[config.mk]
export PLATFORM = sky130hd
export DESIGN_NAME = s2p_deserializer_flat
export DESIGN_NICKNAME = d
export VERILOG_FILES = /design/src/rtl/s2p_deserializer_if.sv /design/src/rtl/s2p_deserializer.sv /design/src/flat_wrapper.sv
export SDC_FILE = /design/constraint.sdc
export NUM_CORES = 1
export LEC_CHECK = 0
export ABC_AREA = 1
export ABC_CLOCK_PERIOD_IN_PS = 2930
export CORE_ASPECT_RATIO = 0.9
export CORE_MARGIN = 4
export CORE_UTILIZATION = 40
export CTS_CLUSTER_SIZE = 40
export DETAILED_ROUTE_END_ITERATION = 10
export PLACE_DENSITY = 0.66
export RECOVER_POWER = 100
export SETUP_SLACK_MARGIN = 0.02
export SKIP_LAST_GASP = 1
export SYNTH_ARGS = -nofsm -noshare
export SYNTH_HDL_FRONTEND = slang
export SYNTH_SLANG_ARGS = --single-unit
[constraint.sdc]
create_clock -name clk -period 2.93 [get_ports clk]
set_input_delay 0.4395 -clock clk [delete_from_list [all_inputs] [get_ports clk]]
set_output_delay 0.4395 -clock clk [all_outputs]
set_load 0.02 [all_outputs]
[src/rtl/s2p_deserializer_if.sv]
// Serial-in / word-out bundle for s2p_deserializer.
// The slave modport is the deserializer side; master is the bit source plus downstream consumer.
interface s2p_deserializer_if #(
  parameter int WIDTH = 8
);
  logic             bit_in;
  logic             bit_valid;
  logic             sync;
  logic [WIDTH-1:0] data_out;
  logic             data_valid;
  logic             data_ready;
  logic             parity_err;
  logic             overrun;
  logic             busy;

  modport master (
    output bit_in, bit_valid, sync, data_ready,
    input  data_out, data_valid, parity_err, overrun, busy
  );

  modport slave (
    input  bit_in, bit_valid, sync, data_ready,
    output data_out, data_valid, parity_err, overrun, busy
  );
endinterface

[src/rtl/s2p_deserializer.sv]
// Serial-to-parallel deserializer: MSB-first word assembly into a one-word valid/ready holding register.
// Define S2P_PARITY_EN to expect a trailing even-parity bit per word and report parity_err.
module s2p_deserializer #(
  parameter int WIDTH = 8
) (
  input  logic                  clk,
  input  logic                  reset,
  s2p_deserializer_if.slave     bus
);

`ifdef S2P_PARITY_EN
  localparam bit PAR_EN = 1'b1;
`else
  localparam bit PAR_EN = 1'b0;
`endif

  localparam int CW = $clog2(WIDTH + 1);

  localparam logic [1:0] IDLE   = 2'd0;
  localparam logic [1:0] SHIFT  = 2'd1;
  localparam logic [1:0] PARITY = 2'd2;

  logic [1:0]       state;
  logic [WIDTH-1:0] shift_reg;
  logic [CW-1:0]    bit_cnt;
  logic [WIDTH-1:0] data_out_q;
  logic             data_valid_q;
  logic             parity_err_q;
  logic             overrun_q;

  logic [WIDTH-1:0] shift_next;
  logic             last_data;
  logic             word_done;
  logic [WIDTH-1:0] word_data;
  logic             word_par;

  assign shift_next = {shift_reg[WIDTH-2:0], bus.bit_in};
  assign last_data  = (bit_cnt == CW'(WIDTH - 1));

  // A bit that arrives with sync always starts a new word, so it can never complete one.
  always_comb begin
    word_done = 1'b0;
    word_data = shift_next;
    word_par  = 1'b0;
    if (bus.bit_valid && !bus.sync) begin
      if (state == SHIFT && last_data && !PAR_EN) begin
        word_done = 1'b1;
      end else if (state == PARITY) begin
        word_done = 1'b1;
        word_data = shift_reg;
        word_par  = PAR_EN & (^{shift_reg, bus.bit_in});
      end
    end
  end

  // NOTE: non-blocking assignments throughout; where two branches assign the same register
  // on one edge (drain then reload of data_valid), the later assignment wins by design.
  always_ff @(posedge clk) begin
    if (reset) begin
      state        <= IDLE;
      shift_reg    <= '0;
      bit_cnt      <= '0;
      data_out_q   <= '0;
      data_valid_q <= 1'b0;
      parity_err_q <= 1'b0;
      overrun_q    <= 1'b0;
    end else begin
      if (data_valid_q && bus.data_ready) begin
        data_valid_q <= 1'b0;
      end

      if (word_done) begin
        if (!data_valid_q || bus.data_ready) begin
          data_out_q   <= word_data;
          data_valid_q <= 1'b1;
          parity_err_q <= word_par;
        end else begin
          overrun_q <= 1'b1;
        end
      end

      if (bus.sync) begin
        state     <= SHIFT;
        overrun_q <= 1'b0;
        if (bus.bit_valid) begin
          shift_reg <= {{(WIDTH-1){1'b0}}, bus.bit_in};
          bit_cnt   <= CW'(1);
        end else begin
          bit_cnt   <= '0;
        end
      end else if (bus.bit_valid) begin
        case (state)
          SHIFT: begin
            shift_reg <= shift_next;
            if (last_data && !PAR_EN) begin
              bit_cnt <= '0;
            end else begin
              bit_cnt <= bit_cnt + CW'(1);
              if (last_data) state <= PARITY;
            end
          end
          PARITY: begin
            bit_cnt <= '0;
            state   <= SHIFT;
          end
          default: ;
        endcase
      end
    end
  end

  assign bus.data_out   = data_out_q;
  assign bus.data_valid = data_valid_q;
  assign bus.parity_err = parity_err_q;
  assign bus.overrun    = overrun_q;
  assign bus.busy       = (bit_cnt != '0);

endmodule

[src/flat_wrapper.sv]
// flat-port wrapper written by rule: the top's interface ports become plain ports
module s2p_deserializer_flat 
#(
  parameter int WIDTH = 8
)
  (clk, reset, bus_bit_in, bus_bit_valid, bus_sync, bus_data_ready, bus_data_out, bus_data_valid, bus_parity_err, bus_overrun, bus_busy);
  s2p_deserializer_if #(.WIDTH(WIDTH)) bus_i ();
  input  logic clk;
  input  logic reset;
  input wire logic [$bits(bus_i.bit_in)-1:0] bus_bit_in;
  input wire logic [$bits(bus_i.bit_valid)-1:0] bus_bit_valid;
  input wire logic [$bits(bus_i.sync)-1:0] bus_sync;
  input wire logic [$bits(bus_i.data_ready)-1:0] bus_data_ready;
  output wire logic [$bits(bus_i.data_out)-1:0] bus_data_out;
  output wire logic [$bits(bus_i.data_valid)-1:0] bus_data_valid;
  output wire logic [$bits(bus_i.parity_err)-1:0] bus_parity_err;
  output wire logic [$bits(bus_i.overrun)-1:0] bus_overrun;
  output wire logic [$bits(bus_i.busy)-1:0] bus_busy;
  assign bus_i.bit_in = bus_bit_in;
  assign bus_i.bit_valid = bus_bit_valid;
  assign bus_i.sync = bus_sync;
  assign bus_i.data_ready = bus_data_ready;
  assign bus_data_out = bus_i.data_out;
  assign bus_data_valid = bus_i.data_valid;
  assign bus_parity_err = bus_i.parity_err;
  assign bus_overrun = bus_i.overrun;
  assign bus_busy = bus_i.busy;
  s2p_deserializer #(.WIDTH(WIDTH)) u_core (.clk(clk), .reset(reset), .bus(bus_i));
endmodule
# --- Yosys cells after proc, flatten, opt, wreduce, memory -nomap -nowiden ---
# Index checks and enable logic that the tools add are counted.
totals:
  register_bits: 22
  inputBits: 6
  elab_cells: 40
  output_inout_bits: 12
op_classes:
  eq_ne: 1
  addsub: 1
  mux: 15
  n_reduce_logical: 16
  bitwise_logic: 1
ops:
  columns: ["cell", "count"]
  rows:
  - ["$mux 7", 4]
  - ["$mux 4", 4]
  - ["$reduce_and 2->1", 5]
  - ["$mux 1", 7]
  - ["$add 4x1->4 const B", 1]
  - ["$eq 4x3->1 const B", 1]
  - ["$reduce_bool 2->1", 2]
  - ["$reduce_bool 4->1", 1]
  - ["$logic_and 1x1->1", 3]
  - ["$reduce_bool 3->1", 1]
  - ["$logic_not 1->1", 2]
  - ["$reduce_or 2->1", 1]
  - ["$logic_or 1x1->1", 1]
  - ["$not 1->1", 1]

# --- Depth between registers and ports, before layout ---
# Gate-level depths: netlist (run 1).
logic_depth:
  word_depth: 5
  ltp_mapped: 7

# --- Worst setup path after synthesis (run 1) ---
# Ideal clock, no wire load.
synth_timing:
  kind: "reg2out"
  startpoint: "register u_core.bit_cnt[0]"
  endpoint: "output port bus_busy"
  stages_incl_launch_ff: 4
  setup_slack_ps: 1719
  arrival_ps: 772
  cell_sequence: "dfxtp_1 inv_1 ha_1 nand3_1"
synth_between:
  elab_chain_cells: 1
synth_lines:
  columns: ["element", "line", "text"]
  rows:
  - ["from (decl)", "s2p_deserializer.sv:25", "logic [CW-1:0] bit_cnt;"]
  - ["from (signal assigned)", "s2p_deserializer.sv:98", "bit_cnt <= bit_cnt + CW'(1);"]
  - ["$reduce_bool 4->1", "s2p_deserializer.sv:116", "assign bus.busy = (bit_cnt != '0);"]
  - ["to (decl)", "flat_wrapper.sv:18", "output wire logic [$bits(bus_i.busy)-1:0] bus_busy;"]
# No other way between the ends.

# --- Worst setup path after layout (run 1) ---
# Same ends and word-level chain as after synthesis.

==> results of run 1 <==
## layer usage
layer | up-vias | wire [um]
met3 | 2 | 111
met5 | - | 0
met4 | 0 | 14
met1 | 365 | 958
li1 | 479 | -
met2 | 25 | 824
## cell usage after synthesis
| library cell | number |
|---|---|
| sky130_fd_sc_hd__nor2_4 | 1 |
| sky130_fd_sc_hd__inv_2 | 1 |
| sky130_fd_sc_hd__ha_1 | 2 |
| sky130_fd_sc_hd__conb_1 | 1 |
| sky130_fd_sc_hd__nand4_1 | 1 |
| sky130_fd_sc_hd__nor2_2 | 9 |
| sky130_fd_sc_hd__nand3_1 | 11 |
| sky130_fd_sc_hd__nand3_2 | 2 |
| sky130_fd_sc_hd__buf_4 | 1 |
| sky130_fd_sc_hd__o211ai_1 | 1 |
| sky130_fd_sc_hd__a21oi_1 | 11 |
| sky130_fd_sc_hd__buf_2 | 1 |
| sky130_fd_sc_hd__clkbuf_1 | 1 |
| sky130_fd_sc_hd__nand2_4 | 1 |
| sky130_fd_sc_hd__o21a_1 | 1 |
| sky130_fd_sc_hd__clkinv_1 | 1 |
| sky130_fd_sc_hd__nand2_1 | 40 |
| sky130_fd_sc_hd__o21ai_0 | 2 |
| sky130_fd_sc_hd__dfxtp_1 | 22 |
| sky130_fd_sc_hd__o21ai_1 | 1 |
| sky130_fd_sc_hd__inv_1 | 31 |
| sky130_fd_sc_hd__nor2_1 | 7 |
## kinds of logic (layout without fill, tap and decap cells)
kind of cell	count (synthesis)	after routing	share of synthesized area
AO/OA/AOI/OAI	16	16	0.0825
adder cells (fa/ha/maj)	2	2	0.0243
buffers and inverters	36	53	0.136
flip-flops	22	22	0.427
other	1	1	0.00364
AND/OR/NAND/NOR	72	72	0.326
## stage by stage
step | util | power [mW]
6_report | 0.503 | 0.575
3_5_place_dp | 0.490 | 0.350
5_1_grt | 0.503 | 0.599
4_1_cts | 0.512 | 0.585
2_1_floorplan | - | 0.335
3_3_place_gp | 0.490 | 0.349
## cells in the final DEF, fill, tap and decap left out, drive strengths merged
| cell | synthesis | final |
|---|---|---|
| nand2 | 41 | 41 |
| inv | 32 | 32 |
| dfxtp | 22 | 22 |
| nor2 | 17 | 17 |
| dlygate4sd3 | 0 | 14 |
| nand3 | 13 | 13 |
| a21oi | 11 | 11 |
| o21ai | 3 | 3 |
| clkbuf | 1 | 3 |
| ha | 2 | 2 |
| clkdlybuf4s50 | 0 | 2 |
| clkinv | 1 | 1 |
| o21a | 1 | 1 |
| o211ai | 1 | 1 |
| nand4 | 1 | 1 |
| conb | 1 | 1 |
| bufinv | 0 | 1 |
## final cells by class
class,count,area (um2)
Fill cell,251,1230
Inverter,33,124
Clock inverter,1,30.0
Multi-Input combinational cell,91,428
Sequential cell,22,440
Clock buffer,3,22.5
Timing Repair Buffer,16,160
Tap cell,28,35.0
## critical path, delay by kind of cell, from the launching register on
| family | cells | cell delay (ns) |
|---|---|---|
| buffers and inverters | 2 | 0.76 |
| flip-flops | 1 | 0.41 |
| AND/OR/NAND/NOR | 1 | 0.07 |
| adder cells (fa/ha/maj) | 1 | 0.20 |
## how the worst max path moves through the flow
stage / end / cells past startpoint
after floorplan: bus_busy / 3
final: bus_busy / 4
after global routing: bus_busy / 4
after global placement: u_core.shift_reg[0]$_SDFFE_PP0P_ / 4
after detailed placement: u_core.shift_reg[0]$_SDFFE_PP0P_ / 4
after CTS: bus_busy / 4
## where the power goes
group / switching [mW] / internal (mW) / total (mW) / leakage, nW
logic: 0.0224 / 0.0129 / 0.0352 / 0.341
registers: 0.00325 / 0.302 / 0.306 / 0.178
clock network: 0.0957 / 0.138 / 0.234 / 0.0279
==> run_summary.xml, run 1 <==
<?xml version="1.0" encoding="UTF-8"?>
<metrics>
  <group name="timing">
    <metric name="final_period_demand_of_the_worst_path" unit="ns">2.20</metric>
    <metric name="timing.setup.tns" unit="ns">0</metric>
    <metric name="worst_clock_skew" unit="ns">0.0105</metric>
    <metric name="finalHoldViolations" unit="">0</metric>
    <metric name="finalMaxSlewViolations" unit="">0</metric>
    <metric name="final_min_period_over_clock_period" unit="">0.749</metric>
    <metric name="maxClockFrequency" unit="GHz">0.455</metric>
    <metric name="worst_pin_slew" unit="ns">0.763</metric>
    <metric name="setup_repair_after_global_routing_missed_its_margin" unit="">false</metric>
    <metric name="finalSetupViolations" unit="">0</metric>
    <metric name="remaining_max_slew_budget_at_the_tightest_pin" unit="">0.486</metric>
    <metric name="fin_hold_ws" unit="ns">0.480</metric>
    <metric name="worst_slack" unit="ns">0.734</metric>
  </group>
  <group name="logic_synthesis">
    <metric name="ys_types" unit="">22</metric>
    <metric name="ys_top_cells_by_area" unit="">sky130_fd_sc_hd__dfxtp_1 (43%), sky130_fd_sc_hd__nand2_1 (15%), sky130_fd_sc_hd__inv_1 (11%), sky130_fd_sc_hd__nor2_2 (5.5%), sky130_fd_sc_hd__a21oi_1 (5.3%)</metric>
    <metric name="syn-num-nets" unit="">157</metric>
    <metric name="synth.cell_area" unit="um2">1030</metric>
    <metric name="post_synth.cell_area_avg" unit="um2">6.92</metric>
    <metric name="synth_top_area_frac" unit="">0.427</metric>
    <metric name="postSynthRegisterBits" unit="">22</metric>
    <metric name="yosysSeqAreaShare" unit="">0.427</metric>
    <metric name="synth_largest_area_cell" unit="">sky130_fd_sc_hd__dfxtp_1</metric>
    <metric name="ys.warnings.count" unit="">0</metric>
    <metric name="postSynthCellCount" unit="">149</metric>
  </group>
  <group name="route">
    <metric name="initialDrtViolationCount" unit="">34</metric>
    <metric name="routed_wirelength" unit="um">1910</metric>
    <metric name="dr_total_vias" unit="">871</metric>
    <metric name="final_antenna_net_count" unit="">0</metric>
    <metric name="routed_via_density" unit="">4.49</metric>
    <metric name="routed_wire_length_per_instance" unit="um">9.84</metric>
    <metric name="drc_errors" unit="">0</metric>
    <metric name="detail_route.first_pass.iterations" unit="">4</metric>
  </group>
  <group name="placed_design">
    <metric name="placedCellCount" unit="">190</metric>
    <metric name="io_buffers" unit="">16</metric>
    <metric name="dpl.hpwl" unit="um">1390</metric>
    <metric name="dp_slack" unit="ns">1.02</metric>
    <metric name="final_wtd_congestion" unit="">0.790</metric>
    <metric name="placedInstanceArea" unit="um2">1210</metric>
  </group>
  <group name="grt">
    <metric name="global_route.usage.met2" unit="">0.164</metric>
    <metric name="grt_max_degree" unit="">14</metric>
    <metric name="first_global_vias" unit="">752</metric>
    <metric name="grt.busiest_layer" unit="">met1</metric>
    <metric name="grt_antenna_before_repair" unit="">0</metric>
    <metric name="globalRoute.totalOverflow" unit="">0</metric>
    <metric name="gr-usage-met3" unit="">0.0487</metric>
    <metric name="met1_usage" unit="">0.182</metric>
    <metric name="grt_pass1_wl" unit="um">3270</metric>
    <metric name="track_usage" unit="">0.123</metric>
  </group>
  <group name="clock_tree">
    <metric name="insertion_delay" unit="ns">0.32</metric>
    <metric name="post_cts_resized" unit="">0</metric>
    <metric name="clkSlewWorstSetupHoldPaths" unit="ns">0.13</metric>
    <metric name="postCtsSetupRepairBufs" unit="">0</metric>
    <metric name="clock_sinks" unit="">22</metric>
    <metric name="cts_inserted_buffers" unit="">3</metric>
    <metric name="tritoncts" unit="">done</metric>
    <metric name="ctsLongestPathBuffers" unit="">2</metric>
    <metric name="number_of_buffers_inserted_for_hold_repair_after_clock_tree_synthesis" unit="">0</metric>
    <metric name="cts_htree_levels" unit="">1</metric>
    <metric name="clock-root-buffer" unit="">sky130_fd_sc_hd__clkbuf_4</metric>
  </group>
  <group name="floorplanning">
    <metric name="starting_density_of_the_core" unit="">0.418</metric>
    <metric name="die_y" unit="um">56.2</metric>
    <metric name="die_x" unit="um">61.5</metric>
    <metric name="placement_rows" unit="">17</metric>
    <metric name="core_area" unit="um2">2470</metric>
    <metric name="count_of_pins_on_the_block_boundary" unit="">18</metric>
    <metric name="die_area" unit="um2">3450</metric>
  </group>
  <group name="layout">
    <metric name="layoutNonFillerInstCount" unit="">194</metric>
    <metric name="number_of_flip_flops_in_the_largest_register" unit="">8</metric>
    <metric name="final_nets" unit="">175</metric>
    <metric name="diodes" unit="">0</metric>
    <metric name="area_overhead_vs_synth" unit="%">20.3</metric>
    <metric name="stdcell_area" unit="um2">1240</metric>
    <metric name="share_of_cells_above_drive_strength_1" unit="">0.0783</metric>
  </group>
  <group name="setup_path">
    <metric name="timing.critical_path.slowest_cell_delay" unit="ns">0.67</metric>
    <metric name="critical_r2r_capture" unit="">u_core.bus.data_out[3]$_SDFFE_PP0P_</metric>
    <metric name="arrival_time_of_the_worst_setup_path" unit="ns">1.76</metric>
    <metric name="path_cells" unit="">inv_1 &gt; ha_1 &gt; nand3_1 &gt; dlygate4sd3_1</metric>
    <metric name="source_of_the_worst_register_to_register_timing_path" unit="">u_core.bit_cnt[1]$_SDFFE_PP0P_</metric>
    <metric name="worstPathMaxFanout" unit="">4</metric>
    <metric name="timing.critical_path.from_type" unit="">flop</metric>
    <metric name="critical-path-slowest-cell" unit="">sky130_fd_sc_hd__dlygate4sd3_1</metric>
    <metric name="crit_type" unit="">flop to output pin</metric>
    <metric name="worst-endpoint-required" unit="ns">2.49</metric>
    <metric name="reg2reg_slack" unit="ns">1.12</metric>
    <metric name="critPathLaunch" unit="">u_core.bit_cnt[0]$_SDFFE_PP0P_</metric>
    <metric name="end_kind" unit="">output pin</metric>
    <metric name="ff2ff_path_depth" unit="">7</metric>
  </group>
  <group name="power">
    <metric name="irDropWorstVdd" unit="mV">0.386</metric>
    <metric name="p_leak" unit="nW">0.547</metric>
    <metric name="powerDensity" unit="nW/um2">464</metric>
  </group>
  <group name="run_status">
    <metric name="outcome" unit="">completed</metric>
  </group>
  <group name="worst_hold_path">
    <metric name="whs_endpoint" unit="">u_core.bus.overrun$_SDFFE_PP0P_</metric>
    <metric name="hold_path_class" unit="">flop to flop</metric>
    <metric name="worstHoldStart" unit="">u_core.bus.overrun$_SDFFE_PP0P_</metric>
    <metric name="hold_depth" unit="">1</metric>
  </group>
  <group name="flow_run">
    <metric name="timing.max_cap.violations" unit="">0</metric>
  </group>
</metrics>
Power figures use the tool's default switching activity.
==> run 2, diff against run 1 <==
--- a/config.mk
+++ b/config.mk
@@ -6,13 +6,13 @@
 export NUM_CORES = 1
 export LEC_CHECK = 0
 export ABC_AREA = 1
-export ABC_CLOCK_PERIOD_IN_PS = 2930
+export ABC_CLOCK_PERIOD_IN_PS = 1900
 export CORE_ASPECT_RATIO = 0.9
 export CORE_MARGIN = 4
 export CORE_UTILIZATION = 40
 export CTS_CLUSTER_SIZE = 40
 export DETAILED_ROUTE_END_ITERATION = 10
-export PLACE_DENSITY = 0.66
+export PLACE_DENSITY = 0.69
 export RECOVER_POWER = 100
 export SETUP_SLACK_MARGIN = 0.02
 export SKIP_LAST_GASP = 1
==> constraint.sdc (replaced) <==
create_clock -name clk -period 1.9 [get_ports clk]
set_input_delay 0.285 -clock clk [delete_from_list [all_inputs] [get_ports clk]]
set_output_delay 0.285 -clock clk [all_outputs]
set_load 0.02 [all_outputs]
==> run 2 against run 1 <==
Setup slack worse by 0.52 ns. Register-to-register slack got worse by 0.87 ns. Total power rose by 28%. Largest power group unchanged.
==> run_summary.xml, run 2 (synthesis gave the netlist of run 1 again) <==
<?xml version="1.0" encoding="UTF-8"?>
<metrics>
  <group name="layout">
    <metric name="diodes" unit="">0</metric>
    <metric name="most_common_cell_after_layout_fill_and_taps_aside" unit="">sky130_fd_sc_hd__nand2_1</metric>
    <metric name="layout.cells.most_common_list" unit="">sky130_fd_sc_hd__nand2_1 (40), sky130_fd_sc_hd__inv_1 (32), sky130_fd_sc_hd__dfxtp_1 (22)</metric>
    <metric name="number_of_flip_flops_in_the_largest_register" unit="">8</metric>
    <metric name="final_nets" unit="">177</metric>
    <metric name="share_of_cells_above_drive_strength_1" unit="">0.0898</metric>
    <metric name="final_core_utilization" unit="">0.499</metric>
    <metric name="area_overhead_vs_synth" unit="%">19.5</metric>
  </group>
  <group name="setup_path">
    <metric name="reg2reg_slack" unit="ns">0.25</metric>
    <metric name="worst-endpoint-required" unit="ns">2.15</metric>
    <metric name="arrival_time_of_the_worst_setup_path" unit="ns">1.94</metric>
    <metric name="timing_endpoint_of_the_critical_path" unit="">u_core.bus.data_out[4]$_SDFFE_PP0P_</metric>
    <metric name="timing.critical_path.from_type" unit="">input pin</metric>
    <metric name="end_kind" unit="">flop</metric>
    <metric name="critPathLaunch" unit="">bus_sync</metric>
    <metric name="worstPathMaxFanout" unit="">9</metric>
    <metric name="crit_type" unit="">input pin to flop</metric>
    <metric name="critical_r2r_capture" unit="">u_core.bus.data_out[4]$_SDFFE_PP0P_</metric>
    <metric name="ff2ff_path_depth" unit="">7</metric>
    <metric name="source_of_the_worst_register_to_register_timing_path" unit="">u_core.bit_cnt[1]$_SDFFE_PP0P_</metric>
  </group>
  <group name="clock_tree">
    <metric name="ctsLongestPathBuffers" unit="">2</metric>
    <metric name="tritoncts" unit="">done</metric>
    <metric name="post_cts_resized" unit="">1</metric>
    <metric name="postCtsSetupRepairBufs" unit="">0</metric>
    <metric name="cts_inserted_buffers" unit="">3</metric>
    <metric name="cts_htree_levels" unit="">1</metric>
    <metric name="clock-root-buffer" unit="">sky130_fd_sc_hd__clkbuf_4</metric>
    <metric name="number_of_buffers_inserted_for_hold_repair_after_clock_tree_synthesis" unit="">0</metric>
    <metric name="clock_sinks" unit="">22</metric>
    <metric name="clkSlewWorstSetupHoldPaths" unit="ns">0.11</metric>
    <metric name="insertion_delay" unit="ns">0.31</metric>
  </group>
  <group name="floorplanning">
    <metric name="starting_density_of_the_core" unit="">0.418</metric>
    <metric name="die_x" unit="um">61.5</metric>
    <metric name="die_area" unit="um2">3450</metric>
    <metric name="die_y" unit="um">56.2</metric>
    <metric name="core_area" unit="um2">2470</metric>
    <metric name="placement_rows" unit="">17</metric>
    <metric name="count_of_pins_on_the_block_boundary" unit="">18</metric>
  </group>
  <group name="route">
    <metric name="final_antenna_net_count" unit="">0</metric>
    <metric name="routed_wire_length_per_instance" unit="um">9.42</metric>
    <metric name="routed_via_density" unit="">4.59</metric>
    <metric name="drc_errors" unit="">0</metric>
    <metric name="dr_total_vias" unit="">895</metric>
    <metric name="initialDrtViolationCount" unit="">19</metric>
    <metric name="routed_wirelength" unit="um">1840</metric>
    <metric name="detail_route.first_pass.iterations" unit="">4</metric>
  </group>
  <group name="placed_design">
    <metric name="io_buffers" unit="">16</metric>
    <metric name="dpl.hpwl" unit="um">1460</metric>
    <metric name="final_wtd_congestion" unit="">0.790</metric>
  </group>
  <group name="timing">
    <metric name="setup_repair_after_global_routing_missed_its_margin" unit="">false</metric>
    <metric name="final_period_demand_of_the_worst_path" unit="ns">1.69</metric>
    <metric name="fin_hold_ws" unit="ns">0.469</metric>
    <metric name="finalMaxSlewViolations" unit="">0</metric>
    <metric name="worst_pin_slew" unit="ns">0.585</metric>
    <metric name="worst_clock_skew" unit="ns">0.00753</metric>
    <metric name="finalHoldViolations" unit="">0</metric>
    <metric name="remaining_max_slew_budget_at_the_tightest_pin" unit="">0.608</metric>
    <metric name="timing.setup.tns" unit="ns">0</metric>
    <metric name="final_min_period_over_clock_period" unit="">0.890</metric>
    <metric name="maxClockFrequency" unit="GHz">0.592</metric>
    <metric name="finalSetupViolations" unit="">0</metric>
  </group>
  <group name="worst_hold_path">
    <metric name="hold_path_class" unit="">flop to flop</metric>
  </group>
  <group name="run_status">
    <metric name="outcome" unit="">completed</metric>
  </group>
  <group name="grt">
    <metric name="grt_pass1_wl" unit="um">3280</metric>
    <metric name="grt_max_degree" unit="">13</metric>
    <metric name="globalRoute.totalOverflow" unit="">0</metric>
    <metric name="track_usage" unit="">0.121</metric>
    <metric name="grt_antenna_before_repair" unit="">0</metric>
    <metric name="first_global_vias" unit="">792</metric>
  </group>
  <group name="power">
    <metric name="powerDensity" unit="nW/um2">596</metric>
    <metric name="p_leak" unit="nW">0.542</metric>
    <metric name="irDropWorstVdd" unit="mV">0.489</metric>
  </group>
  <group name="flow_run">
    <metric name="timing.max_cap.violations" unit="">0</metric>
  </group>
</metrics>
-- run 2: worst max-delay path: stages --
cell and delay (ns):
sky130_fd_sc_hd__dlygate4sd3_1 0.62, sky130_fd_sc_hd__inv_1 0.12, sky130_fd_sc_hd__nand3_2 0.07, sky130_fd_sc_hd__nor2_1 0.46
sky130_fd_sc_hd__nand2_4 0.14, sky130_fd_sc_hd__nand2_1 0.09, sky130_fd_sc_hd__inv_1 0.04, sky130_fd_sc_hd__nor2_2 0.10
-- run 2: metal layers --
metal  share of wire  global-route usage
met5               0                   0
met4           0.015              0.0364
met3           0.073              0.0441
met2            0.45               0.181
met1            0.46               0.161
-- run 2: cell type report --
| type | count | area, um2 |
|---|---|---|
| Multi-Input combinational cell | 91 | 440 |
| Sequential cell | 22 | 440 |
| Tap cell | 28 | 35.0 |
| Inverter | 33 | 124 |
| Fill cell | 252 | 1230 |
| Clock buffer | 3 | 22.5 |
| Timing Repair Buffer | 18 | 170 |
-- run 2: stage by stage --
step / setup slack, ns / instance area (um2) / std cells / total power, mW
6_report: 0.209 / 1230 / 195 / 0.735
5_1_grt: 0.0808 / 1230 / 195 / 0.770
4_1_cts: 0.220 / 1250 / 195 / 0.745
3_5_place_dp: 0.269 / 1220 / 192 / 0.543
3_3_place_gp: 0.280 / 1220 / 192 / 0.542
2_1_floorplan: 0.708 / 1030 / 149 / 0.516
-- run 2: worst min path at each step --
stage / from / endpoint / slack [ns] / depth (start not counted)
floorplan: reset / u_core.shift_reg[1]$_SDFFE_PP0P_ / 0.35 / 1
global placement: u_core.bus.overrun$_SDFFE_PP0P_ / u_core.bus.overrun$_SDFFE_PP0P_ / 0.45 / 1
detailed placement: u_core.shift_reg[6]$_SDFFE_PP0P_ / u_core.shift_reg[6]$_SDFFE_PP0P_ / 0.45 / 2
CTS: u_core.shift_reg[6]$_SDFFE_PP0P_ / u_core.shift_reg[6]$_SDFFE_PP0P_ / 0.47 / 2
global route: u_core.shift_reg[5]$_SDFFE_PP0P_ / u_core.shift_reg[5]$_SDFFE_PP0P_ / 0.51 / 2
finish: u_core.shift_reg[6]$_SDFFE_PP0P_ / u_core.shift_reg[6]$_SDFFE_PP0P_ / 0.47 / 2
-- run 2: report_power, final --
part / switching [mW] / internal [mW] / total (mW)
combinational: 0.0351 / 0.0218 / 0.0569
clock: 0.133 / 0.0741 / 0.207
sequential: 0.00475 / 0.466 / 0.471
total: 0.173 / 0.562 / 0.735
